$ cat config.mk
export PLATFORM = sky130hd
export DESIGN_NAME = noc_input_unit
export DESIGN_NICKNAME = d
export VERILOG_FILES = /design/src/rtl/noc_input_unit_pkg.sv /design/src/rtl/noc_sync_fifo.sv /design/src/rtl/noc_input_unit.sv
export SDC_FILE = /design/constraint.sdc
export NUM_CORES = 1
export LEC_CHECK = 0
export CAP_MARGIN = 20
export CELL_PAD_IN_SITES_DETAIL_PLACEMENT = 0
export CELL_PAD_IN_SITES_GLOBAL_PLACEMENT = 1
export CORE_UTILIZATION = 34
export CTS_CLUSTER_SIZE = 40
export DETAILED_ROUTE_END_ITERATION = 8
export DONT_BUFFER_PORTS = 1
export GPL_ROUTABILITY_DRIVEN = 0
export PLACE_DENSITY_LB_ADDON = 0.25
export SLEW_MARGIN = 20
export SYNTH_ARGS = -nofsm -noshare
export SYNTH_HDL_FRONTEND = slang
export SYNTH_HIERARCHICAL = 1
export SYNTH_SLANG_ARGS = --single-unit
$ cat constraint.sdc
create_clock -name clk -period 4.9 [get_ports clk]
set_input_delay 0 -clock clk [delete_from_list [all_inputs] [get_ports clk]]
set_output_delay 0 -clock clk [all_outputs]
set_load 0.02 [all_outputs]
$ cat src/rtl/noc_input_unit_pkg.sv
// Shared types for the NoC input unit: flit preamble, coordinates, directions and XY routing.
package noc_input_unit_pkg;

  localparam int unsigned PreambleWidth    = 2;
  localparam int unsigned XWidth           = 4;
  localparam int unsigned YWidth           = 4;
  localparam int unsigned DefaultDataWidth = 64;

  // Preamble occupies the two MSBs of every flit: {head, tail}.
  typedef struct packed {
    logic head;
    logic tail;
  } preamble_t;

  typedef struct packed {
    logic [YWidth-1:0] y;
    logic [XWidth-1:0] x;
  } xy_t;

  typedef enum logic [4:0] {
    goNorth = 5'b00001,
    goEast  = 5'b00010,
    goSouth = 5'b00100,
    goWest  = 5'b01000,
    goLocal = 5'b10000
  } direction_t;

  typedef enum logic {
    kFlowControlAckNack,
    kFlowControlCreditBased
  } noc_flow_control_t;

  // Flit layout at the default payload width.
  typedef struct packed {
    preamble_t                   p;
    logic [DefaultDataWidth-1:0] payload;
  } flit_t;

  typedef enum logic {
    kIdle,
    kInPacket
  } input_state_t;

  // Dimension-ordered routing: resolve X first, then Y, else deliver locally.
  function automatic direction_t xy_route(xy_t pos, xy_t dst);
    direction_t dir;
    if (dst.x > pos.x) begin
      dir = goEast;
    end else if (dst.x < pos.x) begin
      dir = goWest;
    end else if (dst.y > pos.y) begin
      dir = goSouth;
    end else if (dst.y < pos.y) begin
      dir = goNorth;
    end else begin
      dir = goLocal;
    end
    return dir;
  endfunction

endpackage

$ cat src/rtl/noc_sync_fifo.sv
// Synchronous FIFO: storage, wrapping pointers and occupancy count.
// Caller only raises push when there is room (or a pop happens in the same cycle).
module noc_sync_fifo #(
  parameter int unsigned Width      = 8,
  parameter int unsigned Depth      = 4,
  localparam int unsigned PtrWidth  = $clog2(Depth),
  localparam int unsigned CntWidth  = PtrWidth + 1
) (
  input  logic                clk,
  input  logic                rst,
  input  logic                push,
  input  logic                pop,
  input  logic [Width-1:0]    wdata,
  output logic [Width-1:0]    rdata,
  output logic                full,
  output logic                empty,
  output logic [CntWidth-1:0] count
);

  logic [Width-1:0]    mem_q [Depth];
  logic [PtrWidth-1:0] wr_ptr_q;
  logic [PtrWidth-1:0] rd_ptr_q;
  logic [CntWidth-1:0] count_q;

  // Storage write; contents need no reset since count gates visibility.
  always_ff @(posedge clk) begin
    if (push) begin
      mem_q[wr_ptr_q] <= wdata;
    end
  end

  // Pointers wrap naturally because Depth is a power of two.
  always_ff @(posedge clk or posedge rst) begin
    if (rst) begin
      wr_ptr_q <= '0;
      rd_ptr_q <= '0;
      count_q  <= '0;
    end else begin
      if (push) begin
        wr_ptr_q <= wr_ptr_q + PtrWidth'(1);
      end
      if (pop) begin
        rd_ptr_q <= rd_ptr_q + PtrWidth'(1);
      end
      if (push && !pop) begin
        count_q <= count_q + CntWidth'(1);
      end else if (pop && !push) begin
        count_q <= count_q - CntWidth'(1);
      end
    end
  end

  assign rdata = mem_q[rd_ptr_q];
  assign count = count_q;
  assign full  = (count_q == CntWidth'(Depth));
  assign empty = (count_q == '0);

endmodule

$ cat src/rtl/noc_input_unit.sv
// Router input port: buffers upstream flits, tracks packet framing, computes the XY route of
// the packet at the FIFO head and generates ack/nack or credit flow control.
module noc_input_unit
  import noc_input_unit_pkg::*;
#(
  parameter int unsigned       DataWidth   = 64,
  parameter int unsigned       Depth       = 4,
  parameter noc_flow_control_t FlowControl = kFlowControlCreditBased,
  parameter int unsigned       DestXLsb    = 0,
  parameter int unsigned       DestYLsb    = 4,
  localparam int unsigned      FlitWidth   = DataWidth + PreambleWidth
) (
  input  logic                 clk,
  input  logic                 rst,
  input  xy_t                  position,
  input  logic [FlitWidth-1:0] data_in,
  input  logic                 data_in_valid,
  output logic                 stop_out,
  output logic                 credit_out,
  output logic [FlitWidth-1:0] data_out,
  output logic                 data_out_valid,
  output direction_t           route_out,
  input  logic                 data_out_pop,
  output logic                 overflow_err,
  output logic                 protocol_err
);

  localparam int unsigned          CntWidth  = $clog2(Depth) + 1;
  localparam logic [CntWidth-1:0]  StopLevel = CntWidth'(Depth - 1);

  logic                 full;
  logic                 empty;
  logic [CntWidth-1:0]  count;
  logic [CntWidth-1:0]  count_next;
  logic                 push_ok;
  logic                 pop_ok;
  logic [FlitWidth-1:0] fifo_rdata;
  preamble_t            front;
  xy_t                  front_dst;
  direction_t           front_route;

  input_state_t         state_q;
  direction_t           route_latch_q;
  logic                 stop_q;
  logic                 credit_q;
  logic                 overflow_q;
  logic                 protocol_q;

  // A full FIFO still accepts a flit when the head leaves in the same cycle.
  assign pop_ok  = data_out_pop & ~empty;
  assign push_ok = data_in_valid & (~full | pop_ok);

  noc_sync_fifo #(
    .Width (FlitWidth),
    .Depth (Depth)
  ) u_fifo (
    .clk   (clk),
    .rst   (rst),
    .push  (push_ok),
    .pop   (pop_ok),
    .wdata (data_in),
    .rdata (fifo_rdata),
    .full  (full),
    .empty (empty),
    .count (count)
  );

  // Force data_out to zero when empty so stale storage never leaks out.
  assign data_out       = empty ? '0 : fifo_rdata;
  assign data_out_valid = ~empty;

  assign front       = preamble_t'(data_out[FlitWidth-1 -: PreambleWidth]);
  assign front_dst.x = data_out[DestXLsb +: XWidth];
  assign front_dst.y = data_out[DestYLsb +: YWidth];
  assign front_route = xy_route(position, front_dst);

  // Occupancy after the coming edge, used for the registered stop decision.
  always_comb begin
    count_next = count;
    if (push_ok && !pop_ok) begin
      count_next = count + CntWidth'(1);
    end else if (pop_ok && !push_ok) begin
      count_next = count - CntWidth'(1);
    end
  end

  // Fresh route only for a head flit in IDLE; everything else follows the latched route.
  always_comb begin
    route_out = route_latch_q;
    if (state_q == kIdle && data_out_valid && front.head) begin
      route_out = front_route;
    end
  end

  // Packet framing FSM: latch the head's route for the body, release on tail pop.
  always_ff @(posedge clk or posedge rst) begin
    if (rst) begin
      state_q       <= kIdle;
      route_latch_q <= goLocal;
    end else if (pop_ok) begin
      case (state_q)
        kIdle: begin
          if (front.head && !front.tail) begin
            state_q       <= kInPacket;
            route_latch_q <= front_route;
          end
        end
        kInPacket: begin
          if (front.tail) begin
            state_q <= kIdle;
          end
        end
        default: state_q <= kIdle;
      endcase
    end
  end

  // Sticky error flags, cleared only by reset.
  always_ff @(posedge clk or posedge rst) begin
    if (rst) begin
      overflow_q <= 1'b0;
      protocol_q <= 1'b0;
    end else begin
      if (data_in_valid && full && !pop_ok) begin
        overflow_q <= 1'b1;
      end
      if (data_out_valid &&
          ((state_q == kIdle && !front.head) || (state_q == kInPacket && front.head))) begin
        protocol_q <= 1'b1;
      end
    end
  end

  // Flow control: stop leaves room for one in-flight flit; credit echoes each pop one cycle later.
  always_ff @(posedge clk or posedge rst) begin
    if (rst) begin
      stop_q   <= 1'b0;
      credit_q <= 1'b0;
    end else begin
      stop_q   <= (FlowControl == kFlowControlAckNack) && (count_next >= StopLevel);
      credit_q <= (FlowControl == kFlowControlCreditBased) && pop_ok;
    end
  end

  assign stop_out     = stop_q;
  assign credit_out   = credit_q;
  assign overflow_err = overflow_q;
  assign protocol_err = protocol_q;

endmodule

# Word-level counts from Yosys, hierarchy flattened
# Memories as Yosys holds them, arrays and structs flattened.
# Cells that the tools add are included.
# op_classes
add_sub_neg,4
mul,0
n_div,0
n_lt_le_gt_ge,4
eq_ne,1
shift,0
mux,13
bitwise,6
reduce_logical,18
# op_table
op,count
66-bit two-way mux,1
5-bit two-way mux,5
1-bit logical AND,10
4-bit > comparator,2
4-bit less-than comparator,2
3-bit two-way mux,2
"2-bit by 1-bit adder with 2-bit output, second input constant",2
1-bit logical NOT,4
1-bit two-way mux,4
"3-bit by 1-bit adder with 3-bit output, second input constant",1
"3-bit equality test, second input constant",1
3-bit logical NOT,1
1-bit inverter,3
3-bit AND reduction,1
"3-bit by 1-bit subtractor with 3-bit output, second input constant",1
1-bit bitwise AND,2
1-bit one-hot mux with 2 select lines,1
2-bit nonzero test,1
1-bit logical OR,1
1-bit OR,1
# word_totals
reg_bits,16
latch_bits,0
ram_bits,264
rom_bits,0
in_bits,78
output_inout_bits,76
elab_cells,55
mem_count,1
# memory_table
name,words,word_bits,read_ports,rd_clocked_by_memory_dff,write_ports,line,source
u_fifo.mem_q,4,66,1,0,1,noc_sync_fifo.sv:20,logic [Width-1:0] mem_q [Depth];

# Depth between registers and ports, before layout
# depth
ltp_word,9
ltp_mapped,11
mapped_depth_nobuf,11

# Modules after synthesis
# Netlist, hierarchy kept.
# modules_own_cells
mod,n_inst,cells_each,area_per_inst_um2,seq_area_each_um2
noc_sync_fifo,1,380,9940.8,8102.8
noc_input_unit,1,148,1107.3,226.5

# Worst setup path after synthesis
# OpenSTA, ideal clock, no wires.
# synth_timing
kind,register to register
start,register u_fifo.count_q[0] (netlist: u_fifo/count[0])
end,memory u_fifo/mem_q[0][0] (netlist name) (enable)
setup_ps,431
t_arrival_ps,2970
required_time_ps,4469
setup_slack_ps,1499
stages_incl_launch_ff,6
n_path_buf,0
synth_period_minus_slack_ps,3401
path_cell_list,dfrtp_1 nor3_1 inv_1 nand2_1 a21boi_0 and2_1
# synth_via
elab_chain_len,7
word_cells_on_any_way,9
cone_classes,1 x eq/ne; 2 x mux; 5 x bitwise; 1 x reduce/logical
# synth_lines
item,line,source
start: declaration,noc_sync_fifo.sv:23,logic [CntWidth-1:0] count_q;
start signal: assignment,noc_sync_fifo.sv:46,count_q <= count_q + CntWidth'(1);
start signal: assignment,noc_sync_fifo.sv:48,count_q <= count_q - CntWidth'(1);
3-bit logical NOT,noc_sync_fifo.sv:56,assign empty = (count_q == '0);
named net empty,noc_input_unit.sv:32,logic empty;
1-bit inverter,n/a,
named net data_out_valid,noc_input_unit.sv:21,"output logic data_out_valid,"
1-bit bitwise AND,noc_input_unit.sv:50,assign pop_ok = data_out_pop & ~empty;
1-bit OR,noc_input_unit.sv:51,assign push_ok = data_in_valid & (~full | pop_ok);
1-bit bitwise AND,noc_input_unit.sv:51,
named net push_ok,noc_input_unit.sv:35,logic push_ok;
1-bit two-way mux,noc_sync_fifo.sv:27,if (push) begin
1-bit two-way mux (implied by the code),noc_sync_fifo.sv:28,mem_q[wr_ptr_q] <= wdata;
end: declaration,noc_sync_fifo.sv:20,
# The timed path passes the listed nets, and every way through them passes these cells.

# Final worst setup path
# layout_timing
start,register u_fifo.rd_ptr_q[0]
end,output port route_out[0]
# layout_via
elab_chain_len,8
word_cells_on_any_way,12
cone_classes,4 x order compare; 6 x mux; 1 x reduce/logical; 1 x memory
# layout_lines
item,line,source
start: declaration,noc_sync_fifo.sv:22,logic [PtrWidth-1:0] rd_ptr_q;
start signal: assignment,noc_sync_fifo.sv:43,rd_ptr_q <= rd_ptr_q + PtrWidth'(1);
memory 4 x 66 bit *,n/a,
named net fifo_rdata[7],noc_input_unit.sv:37,logic [FlitWidth-1:0] fifo_rdata;
66-bit two-way mux *,noc_input_unit.sv:69,assign data_out = empty ? '0 : fifo_rdata;
named net data_out[7],noc_input_unit.sv:20,"output logic [FlitWidth-1:0] data_out,"
4-bit less-than comparator,noc_input_unit_pkg.sv:53,end else if (dst.y < pos.y) begin
5-bit two-way mux,noc_input_unit_pkg.sv:53,
5-bit two-way mux *,noc_input_unit_pkg.sv:51,end else if (dst.y > pos.y) begin
5-bit two-way mux *,noc_input_unit_pkg.sv:49,end else if (dst.x < pos.x) begin
5-bit two-way mux *,noc_input_unit_pkg.sv:47,if (dst.x > pos.x) begin
5-bit two-way mux *,noc_input_unit.sv:90,if (state_q == kIdle && data_out_valid && front.head) begin
end: declaration,noc_input_unit.sv:22,"output direction_t route_out,"
# The timed path passes the listed nets; every way through them passes the cells marked *.

==> metrics.md <==
| Metric | Value |
|---|---|
| Placement Rows | `65` |
| R2r worst-path depth | `8` |
| Worst-case hold path end point | `route_latch_q[0]` |
| Critical Path Sink Type | `output pin` |
| Outcome | `completed` |
| Fmax | `233 MHz` |
| Max-cap violations | `0` |
| Reg2Reg Launch Point | `u_fifo/rd_ptr_q[0]` |
| Worst Path Buf+Inv | `1` |
| Starting Density | `34.7%` |
| Sink Count | `280` |
| Clk_lat worst skew | `0.55 ns` |
| Routed WL | `21700 µm` |
| Reg2reg end | `route_latch_q[0]` |
| Max_slew headroom | `27.4%` |
| Final setup vio count | `0` |
| Flop2flop setup slack | `0.96 ns` |
| Fillers | `2806` |
| Slew @ Worst Pin | `1.09 ns` |
| Synth Flop Type | `edfxtp_1` |
| Hold_buf cts | `80` |
| Die area | `33200 µm²` |
| Routed Antenna Nets | `0` |
| Pleak | `4.41 nW` |
| Crit path max-delay cell type | `dfrtp_4` |
| Critical path arrival | `4.28 ns` |
| Routed len/inst | `20.1 µm` |
| CTS clk-pin slew, worst paths | `0.06 ns` |
| RSZ-0062 raised after global routing | `no` |
| Vias post-DR | `5195` |
| Synth Instances | `528` |
| Warnings, synthesis | `6` |
| Pwr dens | `637 nW/µm²` |
| Post-Synthesis Cell Area | `11000 µm²` |
| Die span in x | `182 µm` |
| Pre-antenna DRT Iters | `5` |
| First-pass GRT wire length | `33500 µm` |
| Hold path startpoint | `position[2]` |
| Core Util, Final | `41.9%` |
| DR DRC count | `0` |
| Initial drt markers | `289` |
| Largest net degree at the start of global routing | `67` |
| CTS buffer count | `31` |
| Sequential cell area fraction in the yosys report | `75.4%` |
| Share of cells above drive strength 1 | `19.7%` |
| Core Region | `31800 µm²` |
| CTS tree | `built` |
| EDFF count, synth | `264` |
| Vias in the first global route | `5749` |
| FFs w/ async S/R, synth | `5.71%` |
| Critical path startpoint category | `flip-flop` |
| Syn Nets | `620` |
| Synth area leaders | `edfxtp_1 (72%), mux4_2 (13%), nor2b_1 (3.7%), dfrtp_1 (3.4%), ha_1 (1.5%)` |
| Flops & latches, synth | `280` |
| CP top delay family | `compound AO/OA/AOI/OAI gates` |
| Crit Path Max Fanout | `33` |
| Synth-to-Final Area Change | `20.7%` |
| Hold WC Path Type | `in -> reg` |
| Initial antenna violation count | `1` |
| DP Wirelength | `12200 µm` |
| Most frequent cell after synthesis | `edfxtp_1` |
| Critical path class | `reg -> out` |
| Tmin final | `4.28 ns` |
| Setup tns final | `0 ns` |
| Nets | `712` |
| Top post-synthesis cells by count | `edfxtp_1 (264), mux4_2 (66), nor2b_1 (65), inv_1 (17)` |
| Slew Viols, Final | `0` |
| VDD IR max | `0.000374 V` |
| Ports | `154` |
| Die height | `182 µm` |
| H-tree depth | `1` |
| Total GRT Usage | `13.3%` |
| Post-CTS setup buffers | `0` |
| Worst endpoint required time | `4.90 ns` |
| Post-synth top area share | `71.8%` |
| Synth area leader | `edfxtp_1` |
| Crit share post-route | `87.4%` |
| Critical path's largest stage delay | `0.88 ns` |
| Hold violation count in the final report | `0` |
| Global route overflow | `0` |
| I/O Buffers | `0` |
| Clk buf depth | `3` |
| Root Buffer | `clkbuf_16` |
| Worst hold path stage count | `4` |
| Cell Chain, Critical Path | `mux4_2 -> nor2b_1 -> ha_1 -> a21oi_1 -> dlygate4sd3_1 -> nand2_1 -> o31ai_1` |
| Vias/cell | `4.81` |
| CTS resizes | `0` |
| CP Launch Point | `u_fifo/rd_ptr_q[0]` |
| Average size of a mapped cell | `20.9 µm²` |
| Yosys cell types | `38` |
| Worst clock skew | `0.0170 ns` |
==> kinds of logic (layout without fill, tap and decap cells) <==
logic type | Yosys count | in the layout | share of synthesized area (%)
AOI/OAI and AO/OA | 23 | 23 | 1.35
muxes | 69 | 69 | 13.8
xor gates and xnor gates | 7 | 7 | 0.555
buffers and inverters | 42 | 159 | 2.29
and+or+nand+nor | 92 | 92 | 4.94
other | 1 | 2 | 0.0339
adders and majority gates | 14 | 14 | 1.65
DFF | 280 | 280 | 75.4
==> worst max-delay path by stage <==
stage                                     to  cells past startpoint  slack, ns
after floorplan           u_fifo/mem_q[0][0]                      5       1.50
after global placement      route_latch_q[2]                      4       1.55
after detailed placement    route_latch_q[2]                      4       1.51
after CTS                       route_out[0]                      7       0.58
after global routing            route_out[0]                      7       0.32
final                           route_out[0]                      7       0.62
==> through the flow <==
step	hold WS, ns	cell area, µm²	instances	setup slack, ns	power, W
2_1_floorplan	-0.197	11000	528	1.50	0.00563
3_3_place_gp	-0.134	11400	941	1.55	0.00607
3_5_place_dp	-0.118	11400	941	1.51	0.00614
4_1_cts	0.00466	13300	1079	0.578	0.00866
5_1_grt	0.0568	13300	1080	0.324	0.00895
6_report	0.0435	13300	1081	0.617	0.00850
==> sequential cells by signal (all words and copies together) (netlist names) <==
name and cells:
state_q 1, u_fifo/rd_ptr_q 2, protocol_err 1, route_latch_q 5, credit_out 1, u_fifo/wr_ptr_q 2, u_fifo/mem_q 264, overflow_err 1
u_fifo/count 3
==> final cells by class <==
class / count / area [µm²] / share of cell area [%]
clock buffers: 42 / 827 / 6.20
inverters: 17 / 63.8 / 0.478
repair buffers: 84 / 843 / 6.32
clock inverters: 16 / 240 / 1.80
multi-input cells: 206 / 2480 / 18.6
well taps: 435 / 544 / 4.08
diodes: 1 / 2.50 / 0.0188
flip-flops and latches: 280 / 8340 / 62.5
==> cells in the final DEF (no fill, tap or decap), drive strengths merged, types with 2 or more instances in the layout <==
master       synthesis  final
clkinv               0      6
dlygate4sd3          0     80
nor2b               65     65
buf                 18      4
edfxtp             264    264
xor2                 4      4
and2                 4      4
o21ai                6      6
mux2                 3      3
ha                  13     13
clkbuf               7     42
dfrtp               15     15
and4                 2      2
mux4                66     66
or3b                 2      2
xnor2                3      3
inv                 17     20
nand2               15     15
o31ai                4      4
bufinv               0      6
a21oi                5      5
==> worst register-to-register path: stages (launching register included) <==
cell and delay (ns):
dfrtp_4 0.88, mux4_2 0.59, nor2b_1 0.23, ha_1 0.41, a21oi_1 0.25, dlygate4sd3_1 0.59
nand2_1 0.07, dlygate4sd3_1 0.58, o31ai_1 0.23
==> report_power, final <==
part           switching, W  total [W]  internal, W
sequential         0.000271    0.00343      0.00316
clock              0.000889    0.00239      0.00150
combinational       0.00167    0.00268      0.00101
==> metal layers <==
metal	up-vias	wire length, µm	global-route usage, %
li1	2286	-	-
met1	2728	8620	15.5
met2	143	11300	24.0
met3	38	1350	3.35
met4	0	476	4.10
met5	-	0	0
Note: power is estimated with default switching activity, not from simulation.
